[config.mk]
export PLATFORM = sky130hd
export DESIGN_NAME = intan_spi_master
export DESIGN_NICKNAME = d
export VERILOG_FILES = /design/src/rtl/intan_spi_master.sv
export SDC_FILE = /design/constraint.sdc
export NUM_CORES = 1
export LEC_CHECK = 0
export ABC_AREA = 1
export BUFFER_PORTS_ARGS = -buffer_cell sky130_fd_sc_hd__buf_2
export CORE_ASPECT_RATIO = 0.5
export CORE_UTILIZATION = 40
export CTS_BUF_LIST = sky130_fd_sc_hd__clkbuf_8
export DETAILED_ROUTE_END_ITERATION = 12
export GPL_TIMING_DRIVEN = 0
export MAX_ROUTING_LAYER = met4
export PLACE_DENSITY = 0.65
export SLEW_MARGIN = 40
export SYNTH_ARGS = -nofsm -noshare
export SYNTH_HDL_FRONTEND = slang
export SYNTH_SLANG_ARGS = --single-unit
[constraint.sdc]
create_clock -name clk -period 1.6 [get_ports clk]
set_input_delay 0.24 -clock clk [delete_from_list [all_inputs] [get_ports clk]]
set_output_delay 0.24 -clock clk [all_outputs]
set_load 0.01 [all_outputs]
[src/rtl/intan_spi_master.sv]
// SPI mode-0 master for Intan RHD/RHS chips: one 16-bit word per CS_n frame,
// full duplex, with a fixed CS_n-high gap between frames.
module intan_spi_master #(
  parameter int CLK_DIV = 2,
  parameter int CS_HIGH = 8
) (
  input  logic        clk,
  input  logic        rst_n,
  input  logic [15:0] cmd_data,
  input  logic        cmd_valid,
  output logic        cmd_ready,
  output logic [15:0] rsp_data,
  output logic        rsp_valid,
  output logic        busy,
  output logic        spi_cs_n,
  output logic        spi_sclk,
  output logic        spi_mosi,
  input  logic        spi_miso
);

  typedef enum logic [1:0] {IDLE, SHIFT, TAIL, GAP} state_t;

  localparam logic [7:0] DIV_LAST = 8'(CLK_DIV - 1);
  localparam logic [7:0] GAP_LAST = 8'(CS_HIGH - 1);
  localparam logic [4:0] BIT_LAST = 5'd15;

  state_t      state, state_n;
  logic [7:0]  div_cnt, div_cnt_n;
  logic [4:0]  bit_cnt, bit_cnt_n;
  logic [14:0] tx_sr, tx_sr_n;   // bits still to send after the one on mosi
  logic [15:0] rx_sr, rx_sr_n;
  logic        cs_n_q, cs_n_n;
  logic        sclk_q, sclk_n;
  logic        mosi_q, mosi_n;
  logic        ready_q, ready_n;
  logic        busy_q, busy_n;
  logic        rsp_valid_q, rsp_valid_n;
  logic [15:0] rsp_data_q, rsp_data_n;

  // NOTE: every variable gets its hold value first, so no path leaves one
  // unassigned and no latch is inferred.
  always_comb begin
    state_n     = state;
    div_cnt_n   = div_cnt;
    bit_cnt_n   = bit_cnt;
    tx_sr_n     = tx_sr;
    rx_sr_n     = rx_sr;
    cs_n_n      = cs_n_q;
    sclk_n      = sclk_q;
    mosi_n      = mosi_q;
    ready_n     = ready_q;
    rsp_valid_n = 1'b0;
    rsp_data_n  = rsp_data_q;

    unique case (state)
      IDLE: begin
        if (cmd_valid && ready_q) begin
          state_n   = SHIFT;
          ready_n   = 1'b0;
          cs_n_n    = 1'b0;
          sclk_n    = 1'b0;
          mosi_n    = cmd_data[15];
          tx_sr_n   = cmd_data[14:0];
          div_cnt_n = '0;
          bit_cnt_n = '0;
        end
      end

      SHIFT: begin
        if (div_cnt == DIV_LAST) begin
          div_cnt_n = '0;
          if (!sclk_q) begin
            sclk_n  = 1'b1;
            rx_sr_n = {rx_sr[14:0], spi_miso};
          end else begin
            sclk_n = 1'b0;
            if (bit_cnt == BIT_LAST) begin
              state_n   = TAIL;
              mosi_n    = 1'b0;
              bit_cnt_n = '0;
            end else begin
              bit_cnt_n = bit_cnt + 5'd1;
              mosi_n    = tx_sr[14];
              tx_sr_n   = {tx_sr[13:0], 1'b0};
            end
          end
        end else begin
          div_cnt_n = div_cnt + 8'd1;
        end
      end

      // Hold CS_n low one half-period past the last falling SCLK edge.
      TAIL: begin
        if (div_cnt == DIV_LAST) begin
          state_n     = GAP;
          div_cnt_n   = '0;
          cs_n_n      = 1'b1;
          rsp_data_n  = rx_sr;
          rsp_valid_n = 1'b1;
        end else begin
          div_cnt_n = div_cnt + 8'd1;
        end
      end

      GAP: begin
        if (div_cnt == GAP_LAST) begin
          state_n   = IDLE;
          div_cnt_n = '0;
          ready_n   = 1'b1;
        end else begin
          div_cnt_n = div_cnt + 8'd1;
        end
      end

      default: state_n = IDLE;
    endcase

    busy_n = (state_n != IDLE);
  end

  // NOTE: state registers use non-blocking assignments so every flop samples
  // the pre-edge values computed above, independent of statement order.
  always_ff @(posedge clk or negedge rst_n) begin
    if (!rst_n) begin
      state       <= IDLE;
      div_cnt     <= '0;
      bit_cnt     <= '0;
      tx_sr       <= '0;
      rx_sr       <= '0;
      cs_n_q      <= 1'b1;
      sclk_q      <= 1'b0;
      mosi_q      <= 1'b0;
      ready_q     <= 1'b1;
      busy_q      <= 1'b0;
      rsp_valid_q <= 1'b0;
      rsp_data_q  <= '0;
    end else begin
      state       <= state_n;
      div_cnt     <= div_cnt_n;
      bit_cnt     <= bit_cnt_n;
      tx_sr       <= tx_sr_n;
      rx_sr       <= rx_sr_n;
      cs_n_q      <= cs_n_n;
      sclk_q      <= sclk_n;
      mosi_q      <= mosi_n;
      ready_q     <= ready_n;
      busy_q      <= busy_n;
      rsp_valid_q <= rsp_valid_n;
      rsp_data_q  <= rsp_data_n;
    end
  end

  assign cmd_ready = ready_q;
  assign busy      = busy_q;
  assign spi_cs_n  = cs_n_q;
  assign spi_sclk  = sclk_q;
  assign spi_mosi  = mosi_q;
  assign rsp_valid = rsp_valid_q;
  assign rsp_data  = rsp_data_q;

endmodule

; Word-level counts from Yosys, hierarchy flattened
; Cells that the tools add are included.
; W data, S select, Z words.
[op_classes]
reduce_logical = 14
addsub = 2
n_mux = 36
n_eq_ne = 12
n_bitwise = 1
[ops]
columns = op, n
row1 = $mux W15, 4
row2 = $pmux W15 S2, 1
row3 = $mux W8, 3
row4 = $pmux W8 S3, 1
row5 = $mux W5, 4
row6 = $mux W2, 6
row7 = $ne A2 B2 Y1 const B, 6
row8 = $reduce_and A3 Y1, 4
row9 = $mux W1, 11
row10 = $pmux W5 S2, 1
row11 = $add A8 B1 Y8 const B, 1
row12 = $eq A8 B1 Y1 const B, 1
row13 = $eq A8 B3 Y1 const B, 1
row14 = $pmux W1 S2, 4
row15 = $pmux W2 S4, 1
row16 = $reduce_bool A2 Y1, 4
row17 = $add A5 B1 Y5 const B, 1
row18 = $eq A5 B4 Y1 const B, 1
row19 = $reduce_and A5 Y1, 1
row20 = $eq A2 B2 Y1 const B, 2
row21 = $reduce_and A4 Y1, 1
row22 = $eq A2 B1 Y1 const B, 1
row23 = $logic_not A2 Y1, 1
row24 = $reduce_and A2 Y1, 1
row25 = other kinds (3), 3
[word_totals]
word_cells = 77
in_bits = 20
ff_bits = 68
out_inout_bits = 22

; Depth between registers and ports, before layout
; Gate-level depths: netlist of the first run.
[logic_depth]
word_depth = 6
ltp_mapped = 11
ltp_nobuf = 11

; Least setup slack after synthesis of the first run
; Ideal clock, no wire load.
[synth_timing]
path_kind = reg-to-reg
from = reg state[1]
to = reg tx_sr[12]
required_time_ns = 1.483
period_less_slack_ns = 1.692
setup_ns = 0.117
path_slack_ns = -0.092
stages_incl_launch_ff = 8
arrival_ns = 1.575
n_path_buf = 2
path_cell_list = dfrtp_1 inv_1 ha_1 buf_4 clkbuf_1 mux2_2 nand3_1 nand2_1
[synth_between]
elab_chain_cells = 3
elab_cells_between_ends = 9
[synth_lines]
columns = element, line
row1 = start: declaration, 27  ; state_t state, state_n;
row2 = start signal: assignment, 138  ; state <= state_n;
row3 = $eq A2 B1 Y1 / $logic_not A2 Y1 (equally long branches), 55  ; unique case (state)
row4 = $ne A2 B2 Y1 (no line) / $reduce_bool A2 Y1 (equally long branches), -
row5 = $reduce_and A5 Y1 (no line), -
row6 = end signal: assignment, 141  ; tx_sr <= tx_sr_n;
row7 = end: declaration, 30  ; logic [14:0] tx_sr, tx_sr_n;
; Parallel ways exist; a longest one is shown, timed or not.
; A chain may end at the register's enable or synchronous reset.

; Worst setup path in the final report of the first run
[layout_timing]
from = reg div_cnt[1]
to = reg tx_sr[1]
[layout_between]
elab_chain_cells = 3
[layout_lines]
columns = element, line
row1 = start: declaration, 28  ; logic [7:0] div_cnt, div_cnt_n;
row2 = start signal: assignment, 139  ; div_cnt <= div_cnt_n;
row3 = $eq A8 B1 Y1, 70  ; if (div_cnt == DIV_LAST) begin
row4 = $ne A2 B2 Y1 (no line), -
row5 = $reduce_and A5 Y1 (no line), -
; Every way passes these cells.

==> implementation parameters, run 1 <==
Parameter                              Value

Status
  Run status ... complete, but fails checks
  Violated checks ... negative setup slack

Routing
  Total via count in the routed design ... 2557
  Violation count after the first detailed-routing iteration ... 100
  Routed length on met2 ... 3160 µm
  Total detailed-routing wirelength ... 6890 µm
  Routed met3 length ... 242 µm
  Antenna Nets Post-Route ... 0
  Avg Vias per Cell ... 4.71
  Metal1 wirelength ... 3390 µm
  Routed WL per cell ... 12.7 µm
  Post-route DRC ... 0
  Number of detailed-route iterations in the first pass ... 4
  Highest metal used ... met4

Clock network
  TritonCTS clock tree ... yes
  Buffers from clock root to sink, at most ... 2
  Clock-pin slew of the registers on the worst-case setup and hold paths ... 0.07 ns
  Sink count of the clock tree ... 68
  Number of clock buffers inserted by TritonCTS ... 9
  CTS Root Cell ... sky130_fd_sc_hd__clkbuf_8
  Worst skew pair latency ... 0.34 ns
  Number of H-tree levels ... 3

Yosys
  Synth Register Bits ... 68
  Synthesized area ... 0.00319 mm²
  Compound-Gate Fraction of Synth Area ... 0.0894
  Simple logic cell fraction of the synthesized area ... 0.214
  Yosys warnings ... 0
  Mapped Nets ... 387
  Async set or reset register ratio after synthesis ... 1.00
  Mean cell area of the mapped netlist ... 8.89 µm²
  Post-synth EDFFs ... 0
  Cells after Synth ... 359
  Fraction of synthesized cell area in xor and xnor cells ... 0.0165
  Unique masters post-synth ... 30
  Post-synthesis sequential area ratio ... 0.534
  Top FF cell, synth ... sky130_fd_sc_hd__dfrtp_1
  Adder-Cell Fraction of Synth Area ... 0.0314
  Mux cell area share after synthesis ... 0.0494
  Main combinational cell family by area after synthesis ... simple AND/OR/NAND/NOR gates

STA
  Slew headroom ... 0.804
  Number of hold violations in the final report ... 0
  Count of final setup violators ... 17
  Number of max-slew violations in the final report ... 0
  Worst Clk Skew ... 0.00388 ns
  Minimum clock period ... 1.64 ns
  Achievable frequency ... 608 MHz
  Final period util ... 1.03
  Transition time at the pin with the least slew margin ... 0.294 ns
  Unrepaired setup endpoints after global routing ... yes
  Final setup slack of the worst path ... -0.0444 ns
  Final setup TNS ... -0.367 ns

Final layout
  Fraction of final layout cells sized beyond drive strength 1 ... 0.333
  Final antenna diode count ... 0
  Area Growth Syn to Fin ... 28.7%
  Count of filler cells inserted in the layout ... 661
  Nets ... 461
  Most frequent standard cell in the layout excluding fill and tap cells ... sky130_fd_sc_hd__nand2_1
  Commonest non-fill, non-tap cells in the layout ... sky130_fd_sc_hd__nand2_1 (93), sky130_fd_sc_hd__dfrtp_1 (63), sky130_fd_sc_hd__buf_2 (42)

Place
  Quantity of I/O buffers inserted on ports ... 41
  Pre-CTS WS ... -0.325 ns
  Routability congestion estimate from global placement ... 0.852
  Detail Placement HPWL ... 4380 µm

Critical path
  Startpoint types ... register
  Critical path's largest stage delay ... 0.42 ns
  Maximum net fanout on the critical path ... 6
  Critical path endpoint category ... register
  Worst setup path class ... register to register
  Top delay family on crit path ... simple AND/OR/NAND/NOR gates
  Critical Path Slowest Stage Cell ... sky130_fd_sc_hd__dfrtp_1
  Cell-by-cell trace of the critical path ... inv_2 -> ha_4 -> nand2_4 -> nor2_4 -> nand3_2 -> o21ai_4 -> nand2_4 -> clkbuf_16 -> nand2_1 -> nand2_1
  Buffers and inverters on the worst path ... 2
  Data required time at the worst endpoint ... 1.83 ns
  Arrival time of data at the critical path endpoint ... 1.88 ns

Floorplanning
  DIE AREA ... 0.00836 mm²
  Initial Utilization ... 0.425
  Top-level I/O count ... 42
  Floorplan die height ... 65.2 µm
  Core area ... 0.00751 mm²
  Die W ... 128 µm
  Number of core rows ... 22

Global route
  Global-route wire length before repair ... 11400 µm
  Number of global-route vias before repair ... 2438
  GRT Residual Overflow ... 0
  Gr usage total ... 0.183
  Pin count of the biggest net entering global routing ... 61
  Initial antenna violation count ... 0

Pwr
  Worst IR drop on VDD ... 503 µV
  Tot Pwr ... 0.00313 W
  Reported leakage power ... 2.05 nW
  PD cells ... 763 mW/mm²

Job
  Max capacitance violation total ... 0

Min path
  Classification of the worst-slack hold path ... input port to register
[per-layer routing]
layer / GRT usage / vias up
li1: - / 1284
met5: - / -
met1: 0.236 / 1227
met4: 0.0662 / 0
met2: 0.275 / 34
met3: 0.0570 / 12
[metrics by stage]
step	hold WS [ns]	cells	utilization	instance area, µm²
floorplan	-0.0556	359	-	3190
global placement	0.451	508	0.470	3530
detailed placement	0.0508	509	0.475	3570
CTS	0.151	533	0.516	3880
global route	0.147	543	0.546	4110
finish	0.162	543	0.546	4110
[power breakdown]
| group | switching (W) | internal (W) |
|---|---|---|
| combinational | 0.0000476 | 0.0000404 |
| clock | 0.000593 | 0.000730 |
| sequential | 0.000000277 | 0.00172 |
[cell usage after synthesis, types with 2 or more instances]
library cell | instances | area, µm²
sky130_fd_sc_hd__nand3_1 | 29 | 145
sky130_fd_sc_hd__xor2_1 | 5 | 43.8
sky130_fd_sc_hd__nand2_1 | 98 | 368
sky130_fd_sc_hd__a21oi_1 | 8 | 40.0
sky130_fd_sc_hd__buf_2 | 5 | 25.0
sky130_fd_sc_hd__o21ai_2 | 2 | 17.5
sky130_fd_sc_hd__nand2_2 | 2 | 12.5
sky130_fd_sc_hd__o21ai_0 | 36 | 180
sky130_fd_sc_hd__nor2_1 | 28 | 105
sky130_fd_sc_hd__clkbuf_1 | 4 | 15.0
sky130_fd_sc_hd__mux2_2 | 14 | 158
sky130_fd_sc_hd__inv_1 | 34 | 128
sky130_fd_sc_hd__buf_4 | 2 | 15.0
sky130_fd_sc_hd__dfstp_2 | 2 | 52.6
sky130_fd_sc_hd__inv_2 | 3 | 11.3
sky130_fd_sc_hd__dfrtp_1 | 66 | 1650
sky130_fd_sc_hd__ha_1 | 8 | 100
[final timing paths]
path / startpoint / endpoint / slack, ns / cells after the start
worst min-delay path: spi_miso / rx_sr[0] / 0.16 / 3
max in group asynchronous: rst_n / cmd_ready / 0.81 / 3
min in group asynchronous: rst_n / rsp_data[4] / 0.26 / 2
worst min register to register: tx_sr[0] / tx_sr[0] / 0.47 / 2
worst max register to register: div_cnt[1] / tx_sr[1] / -0.04 / 10
worst max-delay path: div_cnt[1] / tx_sr[1] / -0.04 / 10
[area by class of cell]
class | count | area (µm²) | share of cell area
Inverter | 37 | 149 | 0.0363
Multi-Input combinational cell | 241 | 1390 | 0.339
Timing Repair Buffer | 63 | 420 | 0.102
Clock inverter | 3 | 40.0 | 0.00975
Tap cell | 108 | 135 | 0.0329
Clock buffer | 10 | 138 | 0.0335
Buffer | 13 | 126 | 0.0308
Sequential cell | 68 | 1710 | 0.416
[tightest hold or removal path: stages]
cell and delay [ns]:
sky130_fd_sc_hd__buf_2 0.09, sky130_fd_sc_hd__nor2_1 0.04, sky130_fd_sc_hd__a21oi_1 0.10
[cell families (layout without fill, tap and decap cells)]
family,Yosys count,count (layout)
multiplexers,14,14
adder cells (fa/ha/maj),8,8
XOR/XNOR,6,6
AND/OR/NAND/NOR,163,163
flip-flops,68,68
buffers and inverters,50,126
AO/OA/AOI/OAI,50,50
[flip-flops by register name (all words and copies together) (netlist names), 2 cells and up]
name / cells
bit_cnt: 5
tx_sr: 15
div_cnt: 8
rx_sr: 16
rsp_data: 16
state: 2
[repair_timing]
action / CTS / global route
pin swaps: 3 / 5
hold endpoints to repair: 66 / 0
resized for setup: 21 / 61
endpoints found under the setup margin: 64 / 64
buffers inserted: 10 / 9
hold buffers: 1 / 0
gates cloned: 0 / 1
No activity file was read; power rests on OpenSTA's default activity.
==> inputs of run 2 (changes only) <==
Settings changed: REMOVE_ABC_BUFFERS from default to 1.
==> run 2 against run 1 <==
The flow still finishes with violations (negative setup slack). Register-to-register slack barely moved. Worst setup slack better by 0.0034 ns. Cell area increased by 8.6%. Core utilization rose by 4.7 points. Final cell count is 2.6% higher. Sequential share of layout area fell by 3.3 points.
==> implementation parameters, run 2 (synthesis gave the netlist of run 1 again) <==
Parameter                              Value

Status
  Run status ... complete, but fails checks
  Violated checks ... negative setup slack

Floorplanning
  DIE AREA ... 0.00836 mm²
  Die W ... 128 µm
  Floorplan die height ... 65.2 µm
  Initial Utilization ... 0.425
  Core area ... 0.00751 mm²
  Number of core rows ... 22
  Top-level I/O count ... 42

Critical path
  Cell-by-cell trace of the critical path ... ha_4 -> nand2_4 -> nor2_4 -> buf_12 -> nor2_2 -> nor2_1 -> nor2_2 -> nand3_1 -> o21ai_1
  Critical Path Slowest Stage Cell ... sky130_fd_sc_hd__dfrtp_2
  Startpoint types ... register
  Arrival time of data at the critical path endpoint ... 1.92 ns
  Critical path's largest stage delay ... 0.46 ns
  Maximum net fanout on the critical path ... 6
  Cell seen most often among critical-path stages ... sky130_fd_sc_hd__nor2_2
  Launching point of the worst reg2reg path ... div_cnt[0]
  Start point of the critical path ... div_cnt[0]
  Critical path endpoint category ... register
  Worst R2R Setup Slack ... -0.04 ns
  Data required time at the worst endpoint ... 1.88 ns
  Worst setup path class ... register to register

Clock network
  Sink count of the clock tree ... 68
  Number of H-tree levels ... 3
  Clock-pin slew of the registers on the worst-case setup and hold paths ... 0.07 ns
  Number of clock buffers inserted by TritonCTS ... 9
  CTS Root Cell ... sky130_fd_sc_hd__clkbuf_8
  Worst skew pair latency ... 0.36 ns
  Buffers from clock root to sink, at most ... 2
  TritonCTS clock tree ... yes

Final layout
  Fraction of final layout cells sized beyond drive strength 1 ... 0.412
  Count of filler cells inserted in the layout ... 622
  Area occupied by multi-input gates ... 0.00162 mm²
  Final antenna diode count ... 0
  Most frequent standard cell in the layout excluding fill and tap cells ... sky130_fd_sc_hd__nand2_1
  Area Growth Syn to Fin ... 39.8%
  Area of all sequential standard cells ... 0.00171 mm²
  Commonest non-fill, non-tap cells in the layout ... sky130_fd_sc_hd__nand2_1 (82), sky130_fd_sc_hd__dfrtp_1 (63), sky130_fd_sc_hd__buf_2 (40)
  Nets ... 473

Routing
  Post-route DRC ... 0
  Number of detailed-route iterations in the first pass ... 4
  Routed WL per cell ... 15.2 µm
  Total via count in the routed design ... 2738
  Antenna Nets Post-Route ... 0
  Total detailed-routing wirelength ... 8470 µm
  Avg Vias per Cell ... 4.92
  Violation count after the first detailed-routing iteration ... 161

Pwr
  Reported leakage power ... 2.12 nW
  Tot Pwr ... 0.00307 W
  Switching power of the nets ... 0.000692 W
  Switching Share ... 0.225
  Sequential group share of total power ... 0.560
  PD cells ... 689 mW/mm²
  Worst IR drop on VDD ... 462 µV
  Clock network power share ... 0.411
  Gate power share ... 0.029
  Internal ... 0.00238 W

Global route
  Global routing usage on met3 ... 0.0741
  Initial antenna violation count ... 0
  Most heavily used metal layer in global routing ... met2
  Global-route wire length before repair ... 11700 µm
  Gr usage total ... 0.191
  Met2 routing resource usage after global routing ... 0.297
  Pin count of the biggest net entering global routing ... 40
  GRT Residual Overflow ... 0
  Met1 usage ... 0.236
  Number of global-route vias before repair ... 2465

Min path
  Classification of the worst-slack hold path ... input port to register
  Min-Delay Startpoint ... spi_miso

Job
  Max capacitance violation total ... 0

STA
  Achievable frequency ... 609 MHz
  Number of max-slew violations in the final report ... 0
  Worst Hold Margin ... 0.134 ns
  Final setup slack of the worst path ... -0.0410 ns
  Count of final setup violators ... 4
  Final period util ... 1.03
  Slew headroom ... 0.714
  Number of hold violations in the final report ... 0
  Worst Clk Skew ... 0.00970 ns
  Unrepaired setup endpoints after global routing ... yes
  Minimum clock period ... 1.64 ns
  Transition time at the pin with the least slew margin ... 0.428 ns

Place
  Routability congestion estimate from global placement ... 0.748
  Detail Placement HPWL ... 3750 µm
  Quantity of I/O buffers inserted on ports ... 41
[run 2: final cells by class]
type / instances / area share
clock buffers: 11 / 0.0340
repair buffers: 82 / 0.148
flip-flops and latches: 68 / 0.383
clock inverters: 4 / 0.00393
well taps: 108 / 0.0303
repair inverters: 1 / 0.00196
multi-input cells: 246 / 0.364
inverters: 37 / 0.0351
[run 2: power by group through the flow]
stage / combinational (W) / clock (W) / sequential, W
detailed placement: 0.0000874 / 0 / 0.00175
finish: 0.0000884 / 0.00126 / 0.00172
floorplan: 0.0000194 / 0 / 0.00175
CTS: 0.0000900 / 0.00129 / 0.00172
global route: 0.000100 / 0.00136 / 0.00172
global placement: 0.0000799 / 0 / 0.00175
[run 2: through the flow]
stage | util | area (µm²) | setup TNS, ns | instances | setup WS, ns
after floorplan | - | 3120 | -21.47 | 346 | -0.771
after global placement | 0.461 | 3460 | -58.26 | 495 | -1.55
after detailed placement | 0.465 | 3500 | -26.46 | 496 | -0.699
after CTS | 0.524 | 3940 | 0 | 529 | 0.000757
after global routing | 0.593 | 4460 | -1.79 | 557 | -0.148
final | 0.593 | 4460 | -0.124 | 557 | -0.0410
[run 2: metal layers]
| metal | vias up | wire, µm |
|---|---|---|
| li1 | 1329 | - |
| met1 | 1351 | 3860 |
| met2 | 47 | 4210 |
| met3 | 11 | 320 |
| met4 | 0 | 82 |
| met5 | - | 0 |
[run 2: worst paths after layout]
path,endpoint,cells after the start
setup / recovery,div_cnt[0],9
hold / removal,rx_sr[0],3
setup reg to reg,div_cnt[0],9
hold reg to reg,tx_sr[6],2
max in group asynchronous,cmd_ready,3
min in group asynchronous,rx_sr[15],2
[run 2: critical path, delay by kind of cell, from the launching register on]
family / cells / cell delay, ns
AO/OA/AOI/OAI: 1 / 0.10
adder cells (fa/ha/maj): 1 / 0.18
buffers and inverters: 1 / 0.14
flip-flops: 1 / 0.46
AND/OR/NAND/NOR: 6 / 0.68
[run 2: timing repair]
action	CTS	global route
pin swaps	4	24
gates cloned	2	6
setup buffers	15	22
resized for setup	21	83
hold endpoints to repair	29	0
hold buffers	1	0
setup endpoints to repair	67	46
